`src/rtl/decoder_2to4_reg_if.sv`:
```
// Select/enable bus into the registered decoder and its decoded outputs.
interface decoder_2to4_reg_if #(
  parameter int SEL_W = 2
);
  localparam int OUT_W = 2**SEL_W;

  logic             en;
  logic [SEL_W-1:0] select;
  logic [OUT_W-1:0] out;
  logic             valid;
  logic             changed;

  modport master (output en, output select, input out, input valid, input changed);
  modport slave  (input en, input select, output out, output valid, output changed);
endinterface

```
`src/rtl/decoder_2to4_reg.sv`:
```
// Registered binary-to-one-hot (optionally one-cold) decoder with a sticky
// valid flag and a pulse marking cycles where the decoded value moved.

// One output bit: compares the select code against its own index.
module decoder_2to4_reg_lane #(
  parameter int IDX        = 0,
  parameter int SEL_W      = 2,
  parameter int ACTIVE_LOW = 0
) (
  input  logic             clk,
  input  logic             rst,
  input  logic             en,
  input  logic [SEL_W-1:0] select,
  output logic             d,
  output logic             q
);
  localparam logic [SEL_W-1:0] CODE = SEL_W'(IDX);
  localparam logic             IDLE = 1'(ACTIVE_LOW);

  always_comb begin
    d = q;
    if (en) d = (select == CODE) ? ~IDLE : IDLE;
  end

  always_ff @(posedge clk) begin
    if (rst) q <= IDLE;
    else     q <= d;
  end
endmodule

module decoder_2to4_reg #(
  parameter int SEL_W      = 2,
  parameter int ACTIVE_LOW = 0
) (
  input logic              clk,
  input logic              rst,
  decoder_2to4_reg_if.slave bus
);
  localparam int OUT_W = 2**SEL_W;

  logic [OUT_W-1:0] d_vec;
  logic [OUT_W-1:0] q_vec;
  logic             valid_q;
  logic             changed_q;

  for (genvar k = 0; k < OUT_W; k++) begin : g_lane
    decoder_2to4_reg_lane #(
      .IDX        (k),
      .SEL_W      (SEL_W),
      .ACTIVE_LOW (ACTIVE_LOW)
    ) u_lane (
      .clk    (clk),
      .rst    (rst),
      .en     (bus.en),
      .select (bus.select),
      .d      (d_vec[k]),
      .q      (q_vec[k])
    );
  end

  // d_vec equals q_vec when en is low, so holding never raises changed.
  always_ff @(posedge clk) begin
    if (rst) begin
      valid_q   <= 1'b0;
      changed_q <= 1'b0;
    end else begin
      if (bus.en) valid_q <= 1'b1;
      changed_q <= (d_vec != q_vec);
    end
  end

  assign bus.out     = q_vec;
  assign bus.valid   = valid_q;
  assign bus.changed = changed_q;
endmodule

```
`src/flat_wrapper.sv`:
```
// flat-port wrapper written by rule: the top's interface ports become plain ports
module decoder_2to4_reg_flat 
#(
  parameter int SEL_W      = 2,
  parameter int ACTIVE_LOW = 0
)
  (clk, rst, bus_en, bus_select, bus_out, bus_valid, bus_changed);
  decoder_2to4_reg_if #(.SEL_W(SEL_W)) bus_i ();
  input logic clk;
  input logic rst;
  input wire logic [$bits(bus_i.en)-1:0] bus_en;
  input wire logic [$bits(bus_i.select)-1:0] bus_select;
  output wire logic [$bits(bus_i.out)-1:0] bus_out;
  output wire logic [$bits(bus_i.valid)-1:0] bus_valid;
  output wire logic [$bits(bus_i.changed)-1:0] bus_changed;
  assign bus_i.en = bus_en;
  assign bus_i.select = bus_select;
  assign bus_out = bus_i.out;
  assign bus_valid = bus_i.valid;
  assign bus_changed = bus_i.changed;
  decoder_2to4_reg #(.SEL_W(SEL_W), .ACTIVE_LOW(ACTIVE_LOW)) u_core (.clk(clk), .rst(rst), .bus(bus_i));
endmodule
```
`config.mk`:
```
export PLATFORM = sky130hd
export DESIGN_NAME = decoder_2to4_reg_flat
export DESIGN_NICKNAME = d
export VERILOG_FILES = /design/src/rtl/decoder_2to4_reg_if.sv /design/src/rtl/decoder_2to4_reg.sv /design/src/flat_wrapper.sv
export SDC_FILE = /design/constraint.sdc
export NUM_CORES = 1
export LEC_CHECK = 0
export BUFFER_PORTS_ARGS = -buffer_cell sky130_fd_sc_hd__buf_2
export CAP_MARGIN = 10
export CORE_AREA = 2 2 39 41
export CTS_CLUSTER_DIAMETER = 120
export CTS_CLUSTER_SIZE = 8
export DETAILED_ROUTE_END_ITERATION = 16
export DIE_AREA = 0 0 41 43
export PLACE_DENSITY = 0.54
export SETUP_SLACK_MARGIN = 0.3
export SLEW_MARGIN = 30
export SYNTH_ARGS = -nofsm -noshare
export SYNTH_HDL_FRONTEND = slang
export SYNTH_SLANG_ARGS = --single-unit
```
`constraint.sdc`:
```
create_clock -name clk -period 3.72 [get_ports clk]
set_clock_uncertainty 0.15 [all_clocks]
set_input_delay 0.744 -clock clk [delete_from_list [all_inputs] [get_ports clk]]
set_output_delay 0.744 -clock clk [all_outputs]
set_load 0.02 [all_outputs]
```
After elaboration in Yosys (flattened, before gate mapping)

Cells that the tools add are included.

Memory bits (writable): 0
Bits in registers: 6
Latch bits: 0
Memories: 0
Logic and storage cells: 19
ROM bits: 0
Output and inout port bits: 6

Div/mod/pow operators: 0
Bitwise operators: 0
Shifts and indexed selects: 0
Add/sub/neg operators: 0
Reduce and logical (&&, ||, !) cells: 1
Magnitude comparators: 0
$mul: 0
Eq/ne operators: 4
Multiplexer cells: 8

Operators by type and width:

| kind               | count |
|---|---|
| $mux 1             | 8 |
| $eq 2x2->1 const B | 2 |
| $ne 4x4->1         | 1 |
| $eq 2x1->1 const B | 1 |
| $logic_not 2->1    | 1 |

Depth between registers and ports, before layout

Gate-level depths: netlist (run 1).

Depth after elaboration: 4
Mapped depth: 5
Gate-level depth less buffers: 4

By module

From an unflattened synthesis (run 1), not the netlist that was laid out.

Cell total of the unflattened synthesis: 29
Area, all modules: 287.8 µm²

By module, submodules not included:

| module                                              | seq. area each (µm²) | area each (µm²) | times used | cells each |
|---|---|---|---|---|
| decoder_2to4_reg_lane (u_core.g_lane[1].u_lane ...) | 20.0                 | 46.3            | 2          | 5 |
| decoder_2to4_reg                                    | 40.0                 | 91.3            | 1          | 9 |
| decoder_2to4_reg_lane (u_core.g_lane[3].u_lane)     | 20.0                 | 56.3            | 1          | 5 |
| decoder_2to4_reg_lane (u_core.g_lane[0].u_lane)     | 20.0                 | 47.5            | 1          | 5 |

Worst setup path after synthesis (run 1)

No wires, ideal clock.

Path kind: input to register
Start point: input port bus_select[0]
End point: register u_core.changed_q (netlist: u_core.bus.changed)
Cell stages on the path: 3
Required time: 3.496 ns
Slack: 2.055 ns
Path buffers: 0
Arrival time: 1.441 ns
Path through: mux4_2 nand2b_1 a31oi_1

Longest elaborated chain between the ends: 4
Elaborated cells between the ends (all ways): 13
Those cells by class: 4 x eq/ne; 8 x mux; 1 x reduce/logical

Ends and longest elaborated chain:

| what                               | line                   | RTL |
|---|---|---|
| from (decl)                        | flat_wrapper.sv:12     | `input wire logic [$bits(bus_i.select)-1:0] bus_select;` |
| $eq 2x1->1 (tied with other cells) | decoder_2to4_reg.sv:22 | `if (en) d = (select == CODE) ? ~IDLE : IDLE;` |
| $mux 1 (2 in series)               | decoder_2to4_reg.sv:22 |  |
| $ne 4x4->1 *                       | decoder_2to4_reg.sv:68 | `changed_q <= (d_vec != q_vec);` |
| to (signal assigned)               | decoder_2to4_reg.sv:68 |  |
| to (decl)                          | decoder_2to4_reg.sv:44 | `logic changed_q;` |

Every way passes the cells marked *; elsewhere a longest branch is shown, timed or not.
A chain may end at the register's enable or synchronous reset.

Worst setup path after layout (run 1)

Start point: register u_core.g_lane[0].u_lane.q
End point: output port bus_out[0]

RTL lines:

| what                   | line                   | RTL |
|---|---|---|
| from (decl)            | decoder_2to4_reg.sv:15 | `output logic q` |
| from (signal assigned) | decoder_2to4_reg.sv:26 | `if (rst) q <= IDLE;` |
| from (signal assigned) | decoder_2to4_reg.sv:27 | `else q <= d;` |
| to (decl)              | flat_wrapper.sv:13     | `output wire logic [$bits(bus_i.out)-1:0] bus_out;` |

No word-level cell between the ends.

==> results.py, run 1 <==
metrics = {
    "routing": {
        "detail_route.wl_per_cell_um": 10.4,
        "vias_per_cell": 4.42,
        "drt_iter0_drc": 2,
        "num_vias": 261,
        "route.antenna.remaining_nets": 0,
        "drt-pass1-iter-count": 4,
        "drc_errors": 0,
        "drt_wl_total_um": 616,
    },
    "grt": {
        "grt_antenna_before_repair": 0,
        "via_count_of_the_first_global_routing_pass": 192,
        "global_route_total_overflow": 0,
        "grt_start_max_net_pins": 12,
        "globalRouteTotalUtil": 0.0774,
        "grt_pass1_wl_um": 862,
    },
    "timing": {
        "fin_tns_setup_ns": 0,
        "period_share": 0.457,
        "fin_crit_ns": 1.70,
        "hold_viol": 0,
        "final_max_slew_viol_count": 0,
        "setup_violations": 0,
        "grt_setup_unrepaired": "no",
        "max_clock_freq_mhz": 588,
        "timing_worst_slew_pin_value_ns": 0.307,
        "max-slew-margin-rel": 0.793,
    },
    "yosys": {
        "async_flop_share": 0,
        "number_of_distinct_library_cell_variants_in_the_gate_level_netlist_after_synthesis": 17,
        "synth_seq_cells": 6,
        "postSynthCellCount": 36,
        "post_synth_most_frequent_cells": "sky130_fd_sc_hd__dfxtp_1 (6), sky130_fd_sc_hd__buf_4 (5), sky130_fd_sc_hd__nand2b_1 (5), sky130_fd_sc_hd__nor2_1 (4), sky130_fd_sc_hd__a21oi_1 (3)",
        "compound_gate_fraction_of_synth_area": 0.158,
        "synth_fp_nets": 41,
        "synthXorXnorAreaFrac": 0,
        "synth-edff-count": 0,
        "yosysSeqAreaShare": 0.371,
        "synth_mux_area_frac": 0.100,
        "synth_simple_gate_area_share": 0.208,
        "netlist_area_um2": 324,
        "post_synth_fa_ha_maj_area_fraction": 0,
        "synth_largest_type_area_fraction": 0.371,
        "synth_top_family_by_area": "simple AND/OR/NAND/NOR gates",
        "ys_top_cells_by_area": "sky130_fd_sc_hd__dfxtp_1 (37%), sky130_fd_sc_hd__buf_4 (12%), sky130_fd_sc_hd__nand2b_1 (9.7%)",
        "synth-warning-count": 0,
        "syn_avg_cell_area_um2": 9.00,
        "yosysTopAreaCell": "sky130_fd_sc_hd__dfxtp_1",
        "ys.flop_type": "sky130_fd_sc_hd__dfxtp_1",
        "yosysMostFrequentCell": "sky130_fd_sc_hd__dfxtp_1",
    },
    "worst_setup_path": {
        "crit_required_ns": 2.83,
        "arrival_ns": 0.81,
        "critical_path.max_fanout": 5,
        "path_buf_inv": 1,
        "critical-path-max-stage-delay_ns": 0.38,
        "critical_path.top_delay_family": "flip-flops",
        "start_kind": "flop",
        "worstSetupEndpointType": "output pin",
        "critPathKind": "reg -> out",
        "critical-path-slowest-cell": "sky130_fd_sc_hd__dfxtp_1",
        "timing.critical_path.cells": "buf_2",
    },
    "floorplanning": {
        "floorplan.die_area_mm2": 0.00176,
        "top_level_ports": 11,
        "die_w_um": 41,
        "num_rows": 14,
        "core_mm2": 0.00138,
        "fp.dieH_um": 43,
        "initial_utilization": 0.234,
    },
    "clock_network": {
        "clock_tree.buffer_depth": 2,
        "tritoncts_clock_tree": "built",
        "cts_resized": 0,
        "cts_root_buffer": "sky130_fd_sc_hd__clkbuf_4",
        "clk_lat_worst_skew_ns": 0.24,
        "postCtsSetupBuffers": 0,
        "clock_pin_transition_on_the_worst_setup_and_hold_timing_paths_ns": 0.05,
        "cts_max_level": 1,
        "post_cts_hold_buffer_count": 0,
        "tritoncts_num_sinks": 6,
        "cts-buffers-inserted": 3,
    },
    "power_and_ir_drop": {
        "leakage_nw": 0.161,
        "power.density_mw_per_mm2": 409,
        "report.power.total_mw": 0.151,
        "ir_drop_mv": 0.0685,
    },
    "job": {
        "timing.max_cap.violations": 0,
    },
    "outcome": {
        "status": "completed",
    },
    "cells_and_area": {
        "num_antenna_cells": 0,
        "ff_latch_area_um2": 120,
        "final_nets": 50,
        "n_fill_cell": 161,
        "instances_no_fill": 59,
        "post_route_cells_drive_above_1_share": 0.326,
        "syn_to_final_growth_pct": 13.5,
        "multiInputGateArea_um2": 151,
    },
    "place": {
        "port_buffers": 10,
        "placedCellCount": 56,
        "globalplace.congestion": 0.633,
    },
    "worst_hold_path": {
        "hp-class": "reg -> reg",
    },
}
==> report_power, final <==
group / total [mW] / switching, mW / internal (mW)
Sequential: 0.0699 / 0.00210 / 0.0678
Clock: 0.0588 / 0.0224 / 0.0364
Combinational: 0.0218 / 0.0130 / 0.00883
Total: 0.151 / 0.0375 / 0.113
==> layout by cell type (no fill, tap or decap), drive strengths merged <==
cell type	instances
buf	10
dfxtp	6
nand2b	5
nor2	4
a21oi	3
clkbuf	3
nand3	2
mux4	1
nand2	1
inv	1
a21boi	1
o221ai	1
o21ai	1
o311ai	1
a31oi	1
nand3b	1
mux2i	1
==> registers in the layout (all words and copies together) (netlist names) <==
| signal | flops |
|---|---|
| u_core.g_lane.u_lane.q | 4 |
| u_core.bus.changed | 1 |
| u_core.bus.valid | 1 |
==> layout make-up <==
cell class,count,share of cell area
Inverter,1,0.0102
Sequential cell,6,0.327
Multi-Input combinational cell,23,0.412
Clock buffer,3,0.0612
Tap cell,16,0.0544
Timing Repair Buffer,10,0.136
==> final timing paths <==
kind / startpoint / end / slack (ns) / cells after the start
hold / removal: u_core.bus.valid / u_core.bus.valid / 0.32 / 2
hold reg to reg: u_core.bus.valid / u_core.bus.valid / 0.32 / 2
setup reg to reg: u_core.g_lane[3].u_lane.q / u_core.bus.changed / 2.44 / 3
setup / recovery: u_core.g_lane[0].u_lane.q / bus_out[0] / 2.02 / 1
==> per-stage QoR <==
step,setup slack [ns],hold slack [ns],instance area (um^2),utilization
2_1_floorplan,2.06,0.312,324,-
3_3_place_gp,1.84,0.302,345,0.250
3_5_place_dp,1.82,0.312,345,0.250
4_1_cts,2.01,0.325,368,0.266
5_1_grt,1.96,0.356,368,0.266
6_report,2.02,0.321,368,0.266
==> metal layers <==
metal	track usage	vias up	wire length [um]
met5	0	-	0
met4	0.0600	0	6
met3	0.0471	2	43
met2	0.0938	6	262
met1	0.0935	115	303
li1	-	138	-
==> cells by family after synthesis <==
logic type | Yosys count
multiplexers | 2
AO/OA/AOI/OAI | 8
buffers and inverters | 7
AND/OR/NAND/NOR | 13
flip-flops | 6
No activity file was read; power rests on OpenSTA's default activity.
==> run 2, diff against run 1 <==
- PLACE_DENSITY: 0.54 -> 0.55
- clock period: 3.72 -> 1.5 ns (I/O delays scaled with it)
==> run 2 against run 1 <==
  * Sequential power grew to 2.5 times the previous value
  * Clock power rose by 150%
  * Critical path type is now reg -> reg
  * Sequential share of layout area decreased by 1.2 points
  * Highest routed layer is now met3
  * Largest cell class unchanged
  * Wire length fell by 0.97%
==> results.py, run 2 (synthesis results as in run 1) <==
metrics = {
    "clock_network": {
        "cts_root_buffer": "sky130_fd_sc_hd__clkbuf_4",
        "tritoncts_num_sinks": 6,
        "clk_lat_worst_skew_ns": 0.24,
        "cts-buffers-inserted": 3,
        "tritoncts_clock_tree": "built",
        "post_cts_hold_buffer_count": 0,
        "clock_pin_transition_on_the_worst_setup_and_hold_timing_paths_ns": 0.04,
        "clock_tree.buffer_depth": 2,
        "cts_max_level": 1,
    },
    "floorplanning": {
        "floorplan.die_area_mm2": 0.00176,
        "core_mm2": 0.00138,
        "num_rows": 14,
        "fp.dieH_um": 43,
        "top_level_ports": 11,
        "die_w_um": 41,
        "initial_utilization": 0.234,
    },
    "timing": {
        "fin_crit_ns": 1.26,
        "setup_violations": 0,
        "grt_setup_unrepaired": "yes",
        "max-slew-margin-rel": 0.811,
        "hold_viol": 0,
        "max_clock_freq_mhz": 792,
        "final_max_slew_viol_count": 0,
        "period_share": 0.842,
        "fin_tns_setup_ns": 0,
        "timing_worst_slew_pin_value_ns": 0.279,
    },
    "cells_and_area": {
        "instances_no_fill": 60,
        "post_route_cells_drive_above_1_share": 0.432,
        "ff_latch_area_um2": 125,
        "registers.top_by_ff_count": "u_core.g_lane.u_lane.q",
        "largest_reg_flops": 4,
        "n_fill_cell": 146,
        "final_nets": 51,
        "num_antenna_cells": 0,
        "final_cell_mix": "sky130_fd_sc_hd__buf_2 (6), sky130_fd_sc_hd__nand2b_1 (5), sky130_fd_sc_hd__nor2_1 (4), sky130_fd_sc_hd__dfxtp_2 (4)",
        "syn_to_final_growth_pct": 22.8,
        "mostFrequentLayoutCell": "sky130_fd_sc_hd__buf_2",
        "multiInputGateArea_um2": 151,
    },
    "power_and_ir_drop": {
        "ir_drop_mv": 0.304,
        "power.share.combinational": 0.157,
        "switching_fraction": 0.244,
        "internal_power_mw": 0.287,
        "power.density_mw_per_mm2": 954,
        "seq_power_share": 0.461,
        "leakage_nw": 0.170,
        "power.switching_mw": 0.0925,
        "pwr-share-clk": 0.382,
    },
    "routing": {
        "drc_errors": 0,
        "drt_iter0_drc": 5,
        "num_vias": 265,
        "route.antenna.remaining_nets": 0,
        "drt_wl_total_um": 610,
        "drt-pass1-iter-count": 2,
        "vias_per_cell": 4.42,
        "detail_route.wl_per_cell_um": 10.2,
    },
    "place": {
        "globalplace.congestion": 0.621,
        "port_buffers": 10,
        "placedCellCount": 57,
    },
    "grt": {
        "via_count_of_the_first_global_routing_pass": 223,
        "global_route_total_overflow": 0,
        "grt_start_max_net_pins": 12,
        "grt_pass1_wl_um": 972,
        "grt_antenna_before_repair": 0,
        "globalRouteTotalUtil": 0.0863,
    },
    "worst_setup_path": {
        "critical_path.max_fanout": 5,
        "critPathKind": "reg -> reg",
        "crit_required_ns": 1.52,
        "arrival_ns": 1.28,
        "start_kind": "flop",
        "worstSetupEndpointType": "flop",
    },
    "job": {
        "timing.max_cap.violations": 0,
    },
    "worst_hold_path": {
        "hp-class": "in -> reg",
    },
    "outcome": {
        "status": "completed",
    },
}
==> run 2: cell count changes in the layout (fill, tap and decap cells not counted) <==
cell,previous run,this run
sky130_fd_sc_hd__buf_6,0,2
sky130_fd_sc_hd__dfxtp_2,0,4
sky130_fd_sc_hd__buf_2,10,6
sky130_fd_sc_hd__dfxtp_1,6,2
sky130_fd_sc_hd__buf_4,0,3
==> run 2: area by class of cell <==
type | count | area share
flip-flops and latches | 6 | 0.314
multi-input cells | 23 | 0.381
inverters | 1 | 0.00943
clock buffers | 3 | 0.0566
repair buffers | 11 | 0.189
well taps | 16 | 0.0503
==> run 2: power groups by stage <==
stage / Sequential, mW / Combinational (mW) / Clock, mW
final: 0.175 / 0.0597 / 0.145
after global routing: 0.176 / 0.0655 / 0.167
after floorplan: 0.181 / 0.0384 / 0
after CTS: 0.174 / 0.0575 / 0.154
after detailed placement: 0.176 / 0.0560 / 0
after global placement: 0.176 / 0.0561 / 0
==> run 2: routing by layer <==
| metal | up-vias | GRT usage | wire length, um |
|---|---|---|---|
| met4 | 0 | 0.0600 | 0 |
| met3 | 0 | 0.0471 | 32 |
| li1 | 141 | - | - |
| met2 | 6 | 0.100 | 287 |
| met5 | - | 0 | 0 |
| met1 | 118 | 0.116 | 290 |
==> run 2: path summary, 6_finish.rpt <==
path	start	to	slack, ns	cells after the start
setup / recovery	u_core.g_lane[2].u_lane.q	u_core.bus.changed	0.24	3
hold / removal	rst	u_core.g_lane[2].u_lane.q	0.15	2
hold reg to reg	u_core.bus.valid	u_core.bus.valid	0.33	2
setup reg to reg	u_core.g_lane[2].u_lane.q	u_core.bus.changed	0.24	3
==> run 2: critical path: stages, from the launching register on <==
cell	delay (ns)
sky130_fd_sc_hd__dfxtp_2	0.33
sky130_fd_sc_hd__mux4_2	0.44
sky130_fd_sc_hd__nand2b_1	0.15
sky130_fd_sc_hd__a31oi_1	0.12
==> run 2: repair_timing <==
item / 4_1_cts / 5_1_grt
gates resized for setup: 6 / 4
buffers inserted: 0 / 0
endpoints found under the setup margin: 5 / 6
==> run 2: stage by stage <==
stage               hold slack, ns  power, mW  worst slack (ns)   util  area, um^2
floorplan                    0.219      0.219             0.279      -         324
global placement             0.302      0.233             0.115  0.255         353
detailed placement           0.312      0.232             0.117  0.255         353
CTS                          0.142      0.386             0.228  0.278         385
global route                 0.146      0.409             0.181  0.288         398
finish                       0.150      0.379             0.237  0.288         398
==> run 3, diff against run 2 <==
- PLACE_DENSITY: 0.55 -> 0.54
- clock period: 1.5 -> 1.2 ns (I/O delays scaled with it)
==> run 3 against run 2 <==
  * Sequential power grew 25%
  * Maximum frequency grew 2.0%
  * Non-clock buffer count rose by 8
  * Largest power group unchanged
  * Design area grew 28%
  * Cell count is 13% higher
  * Combinational power rose by 86%
  * Die area unchanged
  * The run now ends with negative setup slack left
  * Flip-flop and latch count unchanged
==> results.py, run 3 (synthesis results as in run 1) <==
metrics = {
    "outcome": {
        "status": "finished with violations",
        "violations_in_the_final_reports": "negative setup slack",
    },
    "clock_network": {
        "cts-buffers-inserted": 3,
        "tritoncts_num_sinks": 6,
        "clk_lat_worst_skew_ns": 0.24,
        "cts_max_level": 1,
        "clock_pin_transition_on_the_worst_setup_and_hold_timing_paths_ns": 0.05,
        "clock_tree.buffer_depth": 2,
        "post_cts_hold_buffer_count": 0,
        "tritoncts_clock_tree": "built",
        "cts_root_buffer": "sky130_fd_sc_hd__clkbuf_4",
    },
    "floorplanning": {
        "core_mm2": 0.00138,
        "floorplan.die_area_mm2": 0.00176,
        "fp.dieH_um": 43,
        "initial_utilization": 0.234,
        "die_w_um": 41,
        "top_level_ports": 11,
        "num_rows": 14,
    },
    "place": {
        "dp_worst_setup_slack_ns": -0.125,
        "placedInstanceArea_um2": 398,
        "port_buffers": 10,
        "half_perimeter_wire_length_after_detailed_placement_um": 532,
        "globalplace.congestion": 0.645,
    },
    "power_and_ir_drop": {
        "leakage_nw": 0.222,
        "report.power.total_mw": 0.510,
        "power.density_mw_per_mm2": 1000,
        "ir_drop_mv": 0.444,
    },
    "cells_and_area": {
        "largest_reg_flops": 4,
        "syn_to_final_growth_pct": 57.1,
        "mostFrequentLayoutCell": "sky130_fd_sc_hd__buf_6",
        "final_area_um2": 509,
        "registers.top_by_ff_count": "u_core.g_lane.u_lane.q",
        "final_nets": 59,
        "final_cell_mix": "sky130_fd_sc_hd__buf_6 (11), sky130_fd_sc_hd__dfxtp_2 (5)",
        "post_route_cells_drive_above_1_share": 0.577,
        "num_antenna_cells": 0,
    },
    "routing": {
        "drt_wl_total_um": 732,
        "route.antenna.remaining_nets": 0,
        "drt-pass1-iter-count": 4,
        "vias_per_cell": 4.37,
        "detail_route.wl_per_cell_um": 10.8,
        "drt_iter0_drc": 3,
        "num_vias": 297,
        "drc_errors": 0,
    },
    "timing": {
        "final_critical_path_setup_slack_ns": -0.0381,
        "max_clock_freq_mhz": 808,
        "final_max_slew_viol_count": 0,
        "hold_viol": 0,
        "grt_setup_unrepaired": "yes",
        "holdWs_ns": 0.0932,
        "setup_violations": 1,
        "fin_crit_ns": 1.24,
        "timing_worst_slew_pin_value_ns": 0.281,
        "period_share": 1.03,
        "max-slew-margin-rel": 0.810,
    },
    "worst_setup_path": {
        "path_buf_inv": 0,
        "start_kind": "flop",
        "critical_path.max_fanout": 2,
        "timing.critical_path.cells": "mux4_2 -> nand2b_4 -> a31oi_1",
        "critical-path-max-stage-delay_ns": 0.44,
        "critical-path-slowest-cell": "sky130_fd_sc_hd__mux4_2",
        "crit_required_ns": 1.22,
        "arrival_ns": 1.26,
        "worstSetupEndpointType": "flop",
        "critical_path.top_delay_family": "multiplexers",
        "critPathKind": "reg -> reg",
    },
    "worst_hold_path": {
        "hp-class": "in -> reg",
    },
    "job": {
        "timing.max_cap.violations": 0,
    },
    "grt": {
        "grt_start_max_net_pins": 12,
        "grt_pass1_wl_um": 1190,
        "globalRouteTotalUtil": 0.106,
        "via_count_of_the_first_global_routing_pass": 295,
        "grt_antenna_before_repair": 0,
        "global_route_total_overflow": 0,
    },
}
## run 3: cell types whose count changed in the layout (fill, tap and decap cells not counted)
cell | before | now
sky130_fd_sc_hd__a21oi_2 | 0 | 1
sky130_fd_sc_hd__nand2b_4 | 0 | 1
sky130_fd_sc_hd__nand2b_1 | 5 | 4
sky130_fd_sc_hd__buf_2 | 6 | 4
sky130_fd_sc_hd__a21oi_1 | 3 | 2
sky130_fd_sc_hd__buf_4 | 3 | 4
sky130_fd_sc_hd__buf_6 | 2 | 11
sky130_fd_sc_hd__dfxtp_2 | 4 | 5
sky130_fd_sc_hd__dfxtp_1 | 2 | 1
## run 3: worst paths after layout
path,to,startpoint,slack (ns),depth (start not counted)
worst max-delay path,u_core.bus.changed,u_core.g_lane[0].u_lane.q,-0.04,3
worst min-delay path,u_core.g_lane[2].u_lane.q,rst,0.09,2
worst max register to register,u_core.bus.changed,u_core.g_lane[0].u_lane.q,-0.04,3
worst min register to register,u_core.bus.valid,u_core.bus.valid,0.33,2
## run 3: what timing repair did
action	in CTS	in global routing
pin swaps	2	0
buffers inserted	2	0
gates resized for setup	22	2
endpoints found under the setup margin	7	11
hold endpoints to repair	0	0
## run 3: area by class of cell
type	count	area (um^2)
Fill cell	154	875
Inverter	1	3.75
Timing Repair Buffer	19	174
Multi-Input combinational cell	23	163
Tap cell	16	20.0
Sequential cell	6	126
Clock buffer	3	22.5
## run 3: through the flow
step | instances | TNS (ns) | utilization
floorplan | 36 | -0.0156 | -
global placement | 63 | -0.103 | 0.288
finish | 68 | -0.0381 | 0.368
CTS | 68 | -0.0615 | 0.364
detailed placement | 63 | -0.125 | 0.288
global route | 68 | -0.129 | 0.368
## run 3: worst reg2reg max path, cell delays in order, from the launching register on
cell                       delay, ns
sky130_fd_sc_hd__dfxtp_2        0.32
sky130_fd_sc_hd__mux4_2         0.44
sky130_fd_sc_hd__nand2b_4       0.15
sky130_fd_sc_hd__a31oi_1        0.11
## run 3: routing by layer
layer	vias to the layer above	share of wire	routed length [um]	global-route usage
met5	-	0	0	0
met4	0	0.0082	6	0.0200
met3	2	0.068	50	0.0785
met2	6	0.51	371	0.166
met1	134	0.42	304	0.110
li1	155	-	-	-
## run 3: report_power, final
part           switching, mW  internal (mW)  total [mW]  leakage, nW
clock                 0.0690          0.113       0.182       0.0138
combinational         0.0502         0.0604       0.111        0.157
sequential           0.00609          0.212       0.218       0.0513
total                  0.125          0.385       0.510        0.222
